`src/rtl/spi_slave_if.sv`:
```
// SPI slave front end for a small RAM: deserialises {cmd, byte} frames from MOSI
// and serialises one RAM read byte back out on MISO after a read-data frame.
module spi_slave_if #(
    parameter logic MISO_IDLE = 1'b0
) (
    input  logic       clk,
    input  logic       rst_n,
    input  logic       SS_n,
    input  logic       MOSI,
    output logic       MISO,
    output logic [9:0] rx_data,
    output logic       rx_valid,
    input  logic [7:0] tx_data,
    input  logic       tx_valid
);

    typedef enum logic [2:0] {
        IDLE,
        CHK_CMD,
        WRITE,
        READ_ADD,
        READ_DATA
    } state_e;

    state_e     state_q, state_d;
    logic [9:0] shift_in_q, shift_in_d;
    logic [3:0] bit_cnt_q, bit_cnt_d;
    logic       frame_done_q, frame_done_d;
    logic [9:0] rx_data_q, rx_data_d;
    logic       rx_valid_q, rx_valid_d;
    logic       rd_flag_q, rd_flag_d;
    logic       armed_q, armed_d;
    logic [7:0] tx_shift_q, tx_shift_d;
    logic [2:0] tx_cnt_q, tx_cnt_d;
    logic       tx_busy_q, tx_busy_d;

    logic in_frame;
    logic last_bit;

    assign in_frame = (state_q == WRITE) || (state_q == READ_ADD) || (state_q == READ_DATA);
    assign last_bit = in_frame && !frame_done_q && (bit_cnt_q == 4'd9);

    // State register.
    // NOTE: sequential state is updated with non-blocking assignments so every flop
    // samples the pre-edge values regardless of statement order.
    always_ff @(posedge clk) begin
        if (!rst_n) begin
            state_q <= IDLE;
        end else begin
            state_q <= state_d;
        end
    end

    // Next-state logic.
    always_comb begin
        // NOTE: every combinational output gets a default first so no path infers a latch.
        state_d = state_q;
        case (state_q)
            IDLE: begin
                if (!SS_n) state_d = CHK_CMD;
            end
            CHK_CMD: begin
                if (SS_n)           state_d = IDLE;
                else if (!MOSI)     state_d = WRITE;
                else if (rd_flag_q) state_d = READ_DATA;
                else                state_d = READ_ADD;
            end
            default: begin
                if (SS_n) state_d = IDLE;
            end
        endcase
    end

    // Frame assembly, read-flag tracking and MISO shifter.
    always_comb begin
        shift_in_d   = shift_in_q;
        bit_cnt_d    = bit_cnt_q;
        frame_done_d = frame_done_q;
        rx_data_d    = rx_data_q;
        rx_valid_d   = 1'b0;
        rd_flag_d    = rd_flag_q;
        armed_d      = armed_q;
        tx_shift_d   = tx_shift_q;
        tx_cnt_d     = tx_cnt_q;
        tx_busy_d    = tx_busy_q;

        if (in_frame && !frame_done_q) begin
            shift_in_d = {shift_in_q[8:0], MOSI};
            bit_cnt_d  = bit_cnt_q + 4'd1;
            if (last_bit) begin
                rx_data_d    = {shift_in_q[8:0], MOSI};
                rx_valid_d   = 1'b1;
                frame_done_d = 1'b1;
                bit_cnt_d    = 4'd0;
                if (state_q == READ_ADD) rd_flag_d = 1'b1;
                if (state_q == READ_DATA) begin
                    rd_flag_d = 1'b0;
                    armed_d   = 1'b1;
                end
            end
        end

        // One-shot capture: once loaded, tx_valid is ignored until the next read-data frame.
        if (tx_busy_q) begin
            tx_shift_d = {tx_shift_q[6:0], 1'b0};
            tx_cnt_d   = tx_cnt_q + 3'd1;
            if (tx_cnt_q == 3'd7) tx_busy_d = 1'b0;
        end else if (armed_q && (state_q == READ_DATA) && tx_valid) begin
            tx_shift_d = tx_data;
            tx_cnt_d   = 3'd0;
            tx_busy_d  = 1'b1;
            armed_d    = 1'b0;
        end

        // Deselect aborts everything in flight but keeps a frame completing on this edge.
        if (SS_n && (state_q != IDLE)) begin
            shift_in_d   = 10'h000;
            bit_cnt_d    = 4'd0;
            frame_done_d = 1'b0;
            armed_d      = 1'b0;
            tx_busy_d    = 1'b0;
            tx_cnt_d     = 3'd0;
        end
    end

    always_ff @(posedge clk) begin
        if (!rst_n) begin
            shift_in_q   <= 10'h000;
            bit_cnt_q    <= 4'd0;
            frame_done_q <= 1'b0;
            rx_data_q    <= 10'h000;
            rx_valid_q   <= 1'b0;
            rd_flag_q    <= 1'b0;
            armed_q      <= 1'b0;
            tx_shift_q   <= 8'h00;
            tx_cnt_q     <= 3'd0;
            tx_busy_q    <= 1'b0;
        end else begin
            shift_in_q   <= shift_in_d;
            bit_cnt_q    <= bit_cnt_d;
            frame_done_q <= frame_done_d;
            rx_data_q    <= rx_data_d;
            rx_valid_q   <= rx_valid_d;
            rd_flag_q    <= rd_flag_d;
            armed_q      <= armed_d;
            tx_shift_q   <= tx_shift_d;
            tx_cnt_q     <= tx_cnt_d;
            tx_busy_q    <= tx_busy_d;
        end
    end

    // Output logic.
    always_comb begin
        rx_data  = rx_data_q;
        rx_valid = rx_valid_q;
        MISO     = tx_busy_q ? tx_shift_q[7] : MISO_IDLE;
    end

endmodule

```
`config.mk`:
```
export PLATFORM = sky130hd
export DESIGN_NAME = spi_slave_if
export DESIGN_NICKNAME = d
export VERILOG_FILES = /design/src/rtl/spi_slave_if.sv
export SDC_FILE = /design/constraint.sdc
export NUM_CORES = 1
export LEC_CHECK = 0
export BUFFER_PORTS_ARGS = -buffer_cell sky130_fd_sc_hd__buf_4
export CAP_MARGIN = 25
export CORE_UTILIZATION = 56
export CTS_CLUSTER_SIZE = 8
export DETAILED_ROUTE_END_ITERATION = 10
export GPL_TIMING_DRIVEN = 0
export PLACE_DENSITY = 0.8
export SETUP_SLACK_MARGIN = 0.1
export SYNTH_ARGS = -nofsm -noshare
export SYNTH_HDL_FRONTEND = slang
export SYNTH_SLANG_ARGS = --single-unit
```
`constraint.sdc`:
```
create_clock -name clk -period 2.01 [get_ports clk]
set_clock_uncertainty 0.05 [all_clocks]
set_input_delay 0.402 -clock clk [delete_from_list [all_inputs] [get_ports clk]]
set_output_delay 0.402 -clock clk [all_outputs]
set_load 0.01 [all_outputs]
```
==> flow_summary.json <==
{
  "gp_congestion": 0.819,
  "drt_pass1_iterations": 4,
  "portBuffers": 23,
  "status": "completed",
  "syn_avg_cell_area_sq_um": 8.75,
  "syn_to_final_growth_pct": 15.9,
  "postCtsSetupRepairBufs": 0,
  "r2r-start": "state_q[0]",
  "busiest_layer": "met2",
  "grt_pass1_wl_mm": 6.75,
  "die_area_sq_um": 3630,
  "rsz0062_at_grt": "false",
  "syn-cell-area_sq_um": 1900,
  "path_buf_inv": 3,
  "grt_util_met1_pct": 30.7,
  "viasPerCell": 5.71,
  "hold_path.class": "primary input to register",
  "cts_max_level": 2,
  "ys_types": 42,
  "ys_seq_area_share_pct": 44.3,
  "netlist_instances": 217,
  "fp.dieH_um": 60.2,
  "max_freq_ghz": 0.553,
  "powerDensity_nw_per_um2": 619,
  "hold_viol_final": 0,
  "antenna_left": 0,
  "fin_setup_tns_ns": 0,
  "synth_top_cell_area_share_pct": 44.3,
  "p_leak_nw": 0.747,
  "overflow": 0,
  "use_met3_pct": 6.49,
  "grt_max_degree": 13,
  "grt_usage_pct": 25.1,
  "critPathKind": "register to output port",
  "nets": 264,
  "synthArstFlopShare_pct": 0,
  "worstMarginPinSlew_ns": 0.492,
  "drive_above_1_share_pct": 16.1,
  "num_rows": 20,
  "cts-root-buf": "clkbuf_4",
  "setup-violations-final": 0,
  "vdd_drop_max_uv": 443,
  "final_max_slew_viol_count": 0,
  "ys_seq_elements": 42,
  "start_kind": "register",
  "synthTopCellsByArea": "dfxtp_1 (44%), mux2i_1 (5.8%), nand2_1 (5.1%)",
  "n_fill_cell": 281,
  "p_total_mw": 1.36,
  "stdcell_count": 292,
  "synth_edf_count": 0,
  "drt_iter0_drc": 59,
  "antenna_found_initial": 0,
  "core_sq_um": 3130,
  "period_minus_slack_ns": 1.81,
  "cts_tree": "built",
  "met2_usage_pct": 41.9,
  "wire_per_inst_um": 14.1,
  "cp_slowest_stage_delay_ns": 0.36,
  "min_from": "tx_data[0]",
  "drt-total-wl_mm": 4.10,
  "synth_nets": 234,
  "cp_top_family": "buffers and inverters",
  "drv_cap": 0,
  "cp_cell_sequence": "clkbuf_4 -> buf_4 -> and2_1 -> buf_4",
  "clock_path_buffers": 2,
  "start_util_pct": 60.7,
  "cts_buffers": 5,
  "clkSinkCount": 42,
  "path_clk_slew_ns": 0.12,
  "yosysWarnings": 0,
  "cp_slowest_cell": "dfxtp_1",
  "cpMostUsedCell": "buf_4",
  "num_antenna_cells": 0,
  "fp.dieW_um": 60.2,
  "drc": 0,
  "io-pin-count": 25,
  "crit_path_max_fanout": 10,
  "yosys_most_used_dff": "dfxtp_1",
  "grt_pass1_vias": 1527,
  "utilization_pct": 70.3,
  "arrival_ns": 1.36,
  "vias": 1666,
  "finalCritPeriodShare_pct": 89.9,
  "cp-end-kind": "output port",
  "critPathRequiredTime_ns": 1.56,
  "yosysTopAreaCell": "dfxtp_1",
  "slew_headroom_pct": 67.2,
  "synth_most_common_cell": "dfxtp_1",
  "place.detailed.hpwl_mm": 2.77,
  "placedCellCount": 284,
  "clk_latency_ns": 0.37,
  "synth_common_cells": "dfxtp_1 (42), nand2_1 (26), a21oi_1 (17)",
  "crit_path_start": "tx_busy_q"
}
==> per-stage QoR <==
| step | hold WS [ns] | cell area [sq um] | worst slack [ns] |
|---|---|---|---|
| global placement | 0.393 | 2130 | 0.202 |
| detailed placement | 0.398 | 2130 | 0.199 |
| floorplan | 0.388 | 1900 | 0.376 |
| finish | 0.250 | 2200 | 0.203 |
| CTS | 0.239 | 2190 | 0.121 |
| global route | 0.243 | 2200 | 0.100 |
==> cells by family after synthesis <==
kind of cell | count (synthesis) | synth area share [%]
adder cells (fa/ha/maj) | 4 | 2.64
multiplexers | 11 | 5.80
flip-flops | 42 | 44.3
buffers and inverters | 23 | 5.60
AO/OA/AOI/OAI | 58 | 20.4
AND/OR/NAND/NOR | 79 | 21.3
==> per-layer routing <==
layer	part of all wire, %	vias to the layer above
li1	-	843
met3	4.7	5
met4	1.5	0
met1	48	773
met2	46	45
met5	0	-
==> placed cells by master, fill, tap and decap left out, types with 2 or more instances in the layout <==
master,count
a211o_1,2
nand2_1,26
nor4_1,7
and2_1,3
a211oi_1,7
o21ai_0,9
and2b_1,2
dfxtp_1,41
mux2i_1,11
inv_1,4
nand3_1,15
buf_1,2
a41oi_1,2
clkbuf_4,6
clkbuf_1,13
o211ai_1,12
nor2_1,10
buf_4,24
a21oi_1,17
nand2b_1,4
ha_1,4
nor3b_1,2
==> what timing repair did <==
item | in CTS | in global routing
setup endpoints to repair | 1 | 18
gates resized for setup | 3 | 5
hold buffers | 0 | 0
==> final timing paths <==
| path | end | slack, ns | cells past startpoint |
|---|---|---|---|
| worst min register to register | rx_data[1] | 0.42 | 2 |
| worst max register to register | tx_shift_q[1] | 0.21 | 4 |
| worst max-delay path | MISO | 0.20 | 4 |
| worst min-delay path | tx_shift_q[0] | 0.25 | 3 |
==> state kept, by name, summed over array words and instances (netlist names) <==
| register | cells |
|---|---|
| armed_q | 1 |
| bit_cnt_q | 4 |
| frame_done_q | 1 |
| rd_flag_q | 1 |
| rx_data | 10 |
| rx_valid | 1 |
| shift_in_q | 9 |
| state_q | 3 |
| tx_busy_q | 1 |
| tx_cnt_q | 3 |
| tx_shift_q | 8 |
==> power by group <==
group          internal [mW]  switching (mW)  total, mW  leakage (nW)
clock                  0.170           0.278      0.448        0.0353
combinational         0.0290          0.0434     0.0724         0.373
sequential             0.836         0.00471      0.840         0.339
total                   1.03           0.326       1.36         0.747
==> worst min-delay path: cells and delay by family <==
| kind | cells | cell delay [ns] |
|---|---|---|
| buf+inv | 1 | 0.11 |
| simple gates | 1 | 0.06 |
| compound gates | 1 | 0.05 |
==> area by class of cell <==
class | instances | area, sq um | area share [%]
multi-input combinational | 152 | 956 | 43.5
sequential | 42 | 842 | 38.3
timing repair buffer | 23 | 173 | 7.85
buffer | 19 | 98.8 | 4.49
clock buffer | 7 | 55.1 | 2.50
tap | 44 | 55.1 | 2.50
inverter | 4 | 15.0 | 0.683
clock inverter | 1 | 5.00 | 0.228
Power figures use the tool's default switching activity.
